==> src/rtl/decode_pkg.sv <==
// Shared RV32I decode definitions: opcode constants, the decoded bundle
// layout and the empty-bundle helper used by the decode stage.
package decode_pkg;

    localparam int XLEN = 32;

    localparam logic [6:0] LUI      = 7'b0110111;
    localparam logic [6:0] AUIPC    = 7'b0010111;
    localparam logic [6:0] JAL      = 7'b1101111;
    localparam logic [6:0] JALR     = 7'b1100111;
    localparam logic [6:0] BRANCHES = 7'b1100011;
    localparam logic [6:0] LOADS    = 7'b0000011;
    localparam logic [6:0] STORES   = 7'b0100011;
    localparam logic [6:0] I_TYPE   = 7'b0010011;
    localparam logic [6:0] R_TYPE   = 7'b0110011;
    localparam logic [6:0] SYSTEM   = 7'b1110011;

    localparam logic [XLEN-1:0] NOP_INSN = 32'h0000_0013;

    typedef struct packed {
        logic [XLEN-1:0] pc;
        logic [XLEN-1:0] insn;
        logic [6:0]      opcode;
        logic [4:0]      rd;
        logic [4:0]      rs1;
        logic [4:0]      rs2;
        logic [2:0]      funct3;
        logic [6:0]      funct7;
        logic [4:0]      shamt;
        logic [XLEN-1:0] imm;
        logic            illegal;
    } decoded_t;

    // Bundle shown while the stage is empty: the decode of addi x0,x0,0.
    function automatic decoded_t empty_bundle(input logic [XLEN-1:0] pc,
                                              input logic [XLEN-1:0] insn);
        decoded_t d;
        d        = '0;
        d.pc     = pc;
        d.insn   = insn;
        d.opcode = insn[6:0];
        return d;
    endfunction

endpackage

==> src/rtl/insn_field_dec.sv <==
// Combinational RV32I field cracker: register IDs, funct fields, shamt,
// sign-extended immediate and the illegal-encoding flag.
module insn_field_dec
    import decode_pkg::*;
(
    input  logic [XLEN-1:0] pc_i,
    input  logic [XLEN-1:0] insn_i,
    output decoded_t        dec_o
);

    logic [6:0] opc;
    logic [2:0] f3;
    logic [6:0] f7;
    logic       legal;

    assign opc = insn_i[6:0];
    assign f3  = insn_i[14:12];
    assign f7  = insn_i[31:25];

    always_comb begin
        legal = 1'b1;
        case (opc)
            LUI, AUIPC, JAL, SYSTEM: legal = 1'b1;
            JALR:     legal = (f3 == 3'b000);
            BRANCHES: legal = (f3 != 3'b010) && (f3 != 3'b011);
            LOADS:    legal = (f3 != 3'b011) && (f3 != 3'b110) && (f3 != 3'b111);
            STORES:   legal = (f3 <= 3'b010);
            R_TYPE:   legal = (f7 == 7'b0000000) ||
                              ((f7 == 7'b0100000) && ((f3 == 3'b000) || (f3 == 3'b101)));
            I_TYPE: begin
                if (f3 == 3'b001)
                    legal = (f7 == 7'b0000000);
                else if (f3 == 3'b101)
                    legal = (f7 == 7'b0000000) || (f7 == 7'b0100000);
                else
                    legal = 1'b1;
            end
            default:  legal = 1'b0;
        endcase
        // Compressed/reserved encodings have low bits other than 2'b11.
        if (insn_i[1:0] != 2'b11)
            legal = 1'b0;
    end

    always_comb begin
        dec_o         = '0;
        dec_o.pc      = pc_i;
        dec_o.insn    = insn_i;
        dec_o.opcode  = opc;
        dec_o.rs1     = insn_i[19:15];
        dec_o.funct3  = f3;
        dec_o.shamt   = insn_i[24:20];
        dec_o.illegal = !legal;

        if (opc == R_TYPE || opc == STORES || opc == BRANCHES)
            dec_o.rs2 = insn_i[24:20];
        if (opc == R_TYPE)
            dec_o.funct7 = f7;

        if (legal) begin
            if (opc != STORES && opc != BRANCHES)
                dec_o.rd = insn_i[11:7];
            case (opc)
                I_TYPE, LOADS, JALR, SYSTEM:
                    dec_o.imm = {{20{insn_i[31]}}, insn_i[31:20]};
                STORES:
                    dec_o.imm = {{20{insn_i[31]}}, insn_i[31:25], insn_i[11:7]};
                BRANCHES:
                    dec_o.imm = {{19{insn_i[31]}}, insn_i[31], insn_i[7],
                                 insn_i[30:25], insn_i[11:8], 1'b0};
                LUI, AUIPC:
                    dec_o.imm = {insn_i[31:12], 12'h000};
                JAL:
                    dec_o.imm = {{11{insn_i[31]}}, insn_i[31], insn_i[19:12],
                                 insn_i[20], insn_i[30:21], 1'b0};
                default:
                    dec_o.imm = '0;
            endcase
        end
    end

endmodule

==> src/rtl/decode_pipe.sv <==
// Registered decode stage: output register plus one skid entry, strict FIFO
// order, full throughput, flush for branch redirect.
module decode_pipe #(
    parameter int                 DWIDTH   = 32,
    parameter int                 AWIDTH   = 32,
    parameter logic [AWIDTH-1:0]  RESET_PC = 32'h0100_0000,
    parameter logic [DWIDTH-1:0]  NOP_INSN = 32'h0000_0013
) (
    input  logic              clk,
    input  logic              rst,
    input  logic              in_valid_i,
    output logic              in_ready_o,
    input  logic [AWIDTH-1:0] pc_i,
    input  logic [DWIDTH-1:0] insn_i,
    input  logic              flush_i,
    output logic              out_valid_o,
    input  logic              out_ready_i,
    output logic [AWIDTH-1:0] pc_o,
    output logic [DWIDTH-1:0] insn_o,
    output logic [6:0]        opcode_o,
    output logic [4:0]        rd_o,
    output logic [4:0]        rs1_o,
    output logic [4:0]        rs2_o,
    output logic [2:0]        funct3_o,
    output logic [6:0]        funct7_o,
    output logic [4:0]        shamt_o,
    output logic [DWIDTH-1:0] imm_o,
    output logic              illegal_o
);

    // Handshake: a transfer happens on a rising edge where valid and ready
    // are both high; valid never depends on ready, and in_ready_o is a flop.

    localparam decode_pkg::decoded_t EMPTY = decode_pkg::empty_bundle(RESET_PC, NOP_INSN);

    decode_pkg::decoded_t dec;
    decode_pkg::decoded_t out_q, out_d;
    decode_pkg::decoded_t skid_q, skid_d;
    logic out_valid_q, out_valid_d;
    logic skid_valid_q, skid_valid_d;
    logic in_ready_q;
    logic accept;
    logic out_free;

    insn_field_dec u_dec (
        .pc_i   (pc_i),
        .insn_i (insn_i),
        .dec_o  (dec)
    );

    assign accept   = in_valid_i & in_ready_q;
    assign out_free = !out_valid_q | out_ready_i;

    always_comb begin
        out_d        = out_q;
        out_valid_d  = out_valid_q;
        skid_d       = skid_q;
        skid_valid_d = skid_valid_q;
        if (flush_i) begin
            out_d        = EMPTY;
            out_valid_d  = 1'b0;
            skid_valid_d = 1'b0;
        end else if (out_free) begin
            if (skid_valid_q) begin
                out_d        = skid_q;
                out_valid_d  = 1'b1;
                skid_valid_d = accept;
                if (accept)
                    skid_d = dec;
            end else if (accept) begin
                out_d       = dec;
                out_valid_d = 1'b1;
            end else begin
                out_d       = EMPTY;
                out_valid_d = 1'b0;
            end
        end else if (accept) begin
            skid_d       = dec;
            skid_valid_d = 1'b1;
        end
    end

    always_ff @(posedge clk or negedge rst) begin
        if (!rst) begin
            out_q        <= EMPTY;
            out_valid_q  <= 1'b0;
            skid_q       <= EMPTY;
            skid_valid_q <= 1'b0;
            in_ready_q   <= 1'b0;
        end else begin
            out_q        <= out_d;
            out_valid_q  <= out_valid_d;
            skid_q       <= skid_d;
            skid_valid_q <= skid_valid_d;
            in_ready_q   <= !skid_valid_d;
        end
    end

    assign in_ready_o  = in_ready_q;
    assign out_valid_o = out_valid_q;
    assign pc_o        = out_q.pc;
    assign insn_o      = out_q.insn;
    assign opcode_o    = out_q.opcode;
    assign rd_o        = out_q.rd;
    assign rs1_o       = out_q.rs1;
    assign rs2_o       = out_q.rs2;
    assign funct3_o    = out_q.funct3;
    assign funct7_o    = out_q.funct7;
    assign shamt_o     = out_q.shamt;
    assign imm_o       = out_q.imm;
    assign illegal_o   = out_q.illegal;

endmodule

==> config.mk <==
export PLATFORM = sky130hd
export DESIGN_NAME = decode_pipe
export DESIGN_NICKNAME = d
export VERILOG_FILES = /design/src/rtl/decode_pkg.sv /design/src/rtl/insn_field_dec.sv /design/src/rtl/decode_pipe.sv
export SDC_FILE = /design/constraint.sdc
export NUM_CORES = 1
export LEC_CHECK = 0
export CORE_MARGIN = 4
export CORE_UTILIZATION = 39
export CTS_CLUSTER_DIAMETER = 80
export DETAILED_ROUTE_END_ITERATION = 12
export SLEW_MARGIN = 10
export SYNTH_ARGS = -nofsm -noshare
export SYNTH_HDL_FRONTEND = slang
export SYNTH_SLANG_ARGS = --single-unit
==> constraint.sdc <==
create_clock -name clk -period 2.2 [get_ports clk]
set_clock_uncertainty 0.1 [all_clocks]
set_input_delay 0.33 -clock clk [delete_from_list [all_inputs] [get_ports clk]]
set_output_delay 0.33 -clock clk [all_outputs]
set_load 0.05 [all_outputs]
==> summary by stage, run 1 <==
Outcome
The flow ran to the end, and the final reports show no timing, DRC or antenna violations.

Routing
The DRC violation count after routing is 0. The routed design has 31600 um of wire. After detailed routing, the number of vias per cell comes to 5.38. Once detail routing completed, the nets flagged for antenna violations numbered 0. The total number of vias is 8742. In the final routed layout, each cell accounts on average for 19.4 um. The starting DRC count in detailed routing is 836. For this run, the detailed router's first-pass iteration total came to 5.

Yosys
After synthesis, the share of flip-flops with an asynchronous set or reset is 100%. After technology mapping, the gate count stands at 1052. The commonest register cell after synthesis is dfrtp_1. Sequential elements use 57.6% of the synthesized area. Summing the areas of all xor and xnor instances in the mapped netlist gives 0.174% of the synthesized area. The count of flip-flops with a built-in enable after synthesis is 0. A synthesized cell averages 9.55 um^2.

The post-synthesis register bit count is 231. The synthesized netlist devotes 21.2% of its cell area to compound gates. After synthesis, the netlist uses 54 different library cells. After Yosys synthesis, full adders, half adders and majority gates account for 0% of the synthesized area. The synthesized netlist occupies a cell area of 10100 um^2. The share of cell area taken by muxes after synthesis is 0.324%. The Yosys warning count is 0. By area, the combinational part of the netlist is dominated by compound AO/OA/AOI/OAI gates. Of the total synthesized cell area, the portion taken by AND, OR, NAND and NOR gates is 15.5%.

The number of nets handed over by synthesis was 1121.

Place
Before CTS, the worst setup slack after placement is -0.637 ns. After detailed placement, the total cell area comes to 12900 um^2. The count of buffers from port buffering is 204. Detailed placement finished with a half-perimeter wire length of 21300 um. The congestion estimate from routability-driven global placement came to 0.883.

Timing
The worst path in the final design needs a cycle of 2.17 ns, including I/O delays and setup. The final setup slack of the worst path is 0.0310 ns. The actual transition at the worst max-transition pin is 0.616 ns. The total count of hold-check failures in the final report came to 0. Setup repair after global routing left no endpoint under its margin. The tightest slew margin relative to the limit is 59.1%.

For this run, the top clock speed supported by timing is 0.461 GHz. The final period utilization is 98.6%. The final max-slew violation count came to 0. The final setup violation count is 0.

CTS
The maximum level of the CTS H-tree is 1. In this run the clock root is driven by a clkbuf_16. The CTS clock-pin slew for the worst setup and hold paths is 0.06 ns. The later pin in the worst-skew pair is clocked with a latency of 0.53 ns. Once the clock tree was built, the setup fixing pass inserted 0 buffers.

For this design, the sink count on the clock tree is 231. The buffer levels on the longest clock path is 3. The number of buffers added by the clock tree synthesis step is 26.

TritonCTS built the clock tree.

Global route
Global routing consumed, on the met3 layer, 4.53% of the routing resources. Summed over all layers, the global routing overflow is 0. Entering global routing, the biggest net connects 72 pins. The via count of the first global-routing pass is 8605. The global routing met2 resource utilization is 33.7%. The first global-routing pass estimated 49600 um of wire. The number of antenna violations at the first check in global routing is 2. The busiest layer in global routing is met2. The total global-route track usage is 21.8%. The global routing met1 resource utilization is 31.9%.

Power
Power spread over the standard cell area amounts to 782 nW/um^2. The analysis attributes to cell leakage a power of 6.24 nW. The maximum VDD drop is 0.000516 V.

Worst setup path
The number of cells traversed by the worst register-to-register path is 5. STA classifies the critical path endpoint as a primary output. The startpoint identified for the worst register-to-register timing path is out_valid_o$_DFFE_PN0P_. The most critical setup path has its startpoint at imm_o[23]$_DFFE_PN0P_. The number of buffer and inverter instances along the worst setup path is 1. The worst path arrival time is 1.74 ns.

In this run the worst path has a maximum fanout of 2. For this run, the slowest stage of the critical path takes 0.82 ns. The endpoint identified for the worst register-to-register timing path is skid_q[58]$_DFFE_PN0P_. In this run the number of cells on the critical path is 1. The register-to-register path setup slack is 0.34 ns. The worst setup path endpoint is imm_o[23]. Among all stages on the critical path, the largest delay is contributed by clkdlybuf4s50_1. Grouping stages by cell kind, the critical path spends the most delay in buffers and inverters. STA classifies the critical path startpoint as a flip-flop. The data required time of the worst path is 1.77 ns. The start-to-end type of the worst setup path is flip-flop to primary output. The critical path goes through clkdlybuf4s50_1.

Cells and area
The share of the core filled with cells in the final layout is 54.9%. The number of antenna diodes in the final layout is 0. The area added between synthesis and finish is 37.9%. Cells with a size suffix above 1 make up 12.8% of the layout. The finished cells cover 13900 um^2.

At the end of the flow, the number of nets in the layout was 1345. The count of fill cells added during filler insertion is 2285.

Floorplan
From bottom edge to top edge, the die measures 169 um. The number of placement rows is 58. The core box area is 25300 um^2. The number of top-level pins is 205. The die covers 28400 um^2. The initial cell density of the core is 39.8%. The floorplan die width is 169 um.

Run
The number of max-cap violations is 0.

Min path
The path class of the tightest hold or removal check is input pin to async pin.
## layer usage
metal,wire [um],up-vias
met5,11,-
met4,562,2
met3,1890,34
met2,14600,290
met1,14500,4325
li1,-,4091
## how the worst min path moves through the flow
stage	start	endpoint	slack, ns
finish	rst	rs2_o[2]$_DFFE_PN0P_	0.24
global route	pc_i[3]	skid_q[105]$_DFFE_PN0P_	0.26
CTS	pc_i[24]	skid_q[126]$_DFFE_PN1P_	0.23
detailed placement	rst	skid_q[121]$_DFFE_PN0P_	0.19
global placement	rst	rs2_o[1]$_DFFE_PN0P_	0.19
floorplan	rst	funct7_o[0]$_DFFE_PN0P_	-0.07
## cell usage after synthesis (all sizes together) (4+ instances only)
| master | n | area share (%) |
|---|---|---|
| a21oi | 32 | 1.7 |
| a22o | 6 | 0.52 |
| a22oi | 113 | 8.4 |
| buf | 35 | 2.5 |
| clkbuf | 67 | 2.5 |
| dfrtp | 223 | 56 |
| dfstp | 8 | 2.1 |
| inv | 5 | 0.19 |
| nand2 | 323 | 12 |
| nand2b | 4 | 0.25 |
| nand3 | 12 | 0.60 |
| nor2 | 19 | 0.71 |
| nor3 | 4 | 0.31 |
| o21ai | 128 | 6.4 |
| o22ai | 4 | 0.25 |
| o31ai | 31 | 2.6 |
## power breakdown
group          internal (W)  total [W]  switching [W]
clock network       0.00268    0.00440        0.00173
logic              0.000574    0.00155       0.000977
registers           0.00467    0.00489       0.000220
## sequential cells by signal (all words and copies together) (netlist names)
register / cells
funct7_o: 7
illegal_o: 1
imm_o: 32
in_ready_o: 1
insn_o: 32
out_valid_o: 1
pc_o: 32
rd_o: 5
rs2_o: 5
skid_q: 114
skid_valid_q: 1
## kinds of logic after synthesis
family | Yosys count
AOI/OAI and AO/OA | 327
muxes | 3
xor gates and xnor gates | 2
and+or+nand+nor | 382
buffers and inverters | 107
DFF | 231
## metrics by stage
step           cells  power (W)  hold WS, ns  TNS, ns
2_1_floorplan   1052    0.00577      -0.0656        0
3_3_place_gp    1577    0.00648        0.193   -43.60
3_5_place_dp    1577    0.00651        0.192   -40.57
4_1_cts         1626     0.0109        0.233        0
5_1_grt         1626     0.0113        0.259        0
6_report        1626     0.0108        0.238        0
## layout make-up
class                      count  area [um^2]  share of cell area [%]
sequential                   231         5790                    41.8
clock buffer                  37          733                    5.29
multi-input combinational    714         3790                    27.4
inverter                       5         18.8                   0.135
timing repair buffer         298         2970                    21.4
clock inverter                11          139                    1.00
tap                          330          413                    2.98
## repair_timing
| action | in CTS | in global routing |
|---|---|---|
| gates resized for setup | 10 | 14 |
| endpoints found under the setup margin | 33 | 72 |
| hold buffers | 1 | 0 |
| hold endpoints to repair | 45 | 0 |
## layout by cell type, fill, tap and decap left out, drive strengths merged, types with 8 or more instances in the layout
master / count
dfstp: 8
nand2: 323
a22oi: 113
clkdlybuf4s50: 180
a21oi: 32
dlygate4sd2: 9
dfrtp: 223
buf: 97
o21ai: 128
nor2: 19
clkbuf: 37
o31ai: 31
dlymetal6s2s: 11
nand3: 12
No activity file was read; power rests on OpenSTA's default activity.
==> inputs of run 2 (changes only) <==
TNS_END_PERCENT = 100   (was default)
==> results of run 2 <==
No change in the layout: final DEF, timing and power equal those of run 1.
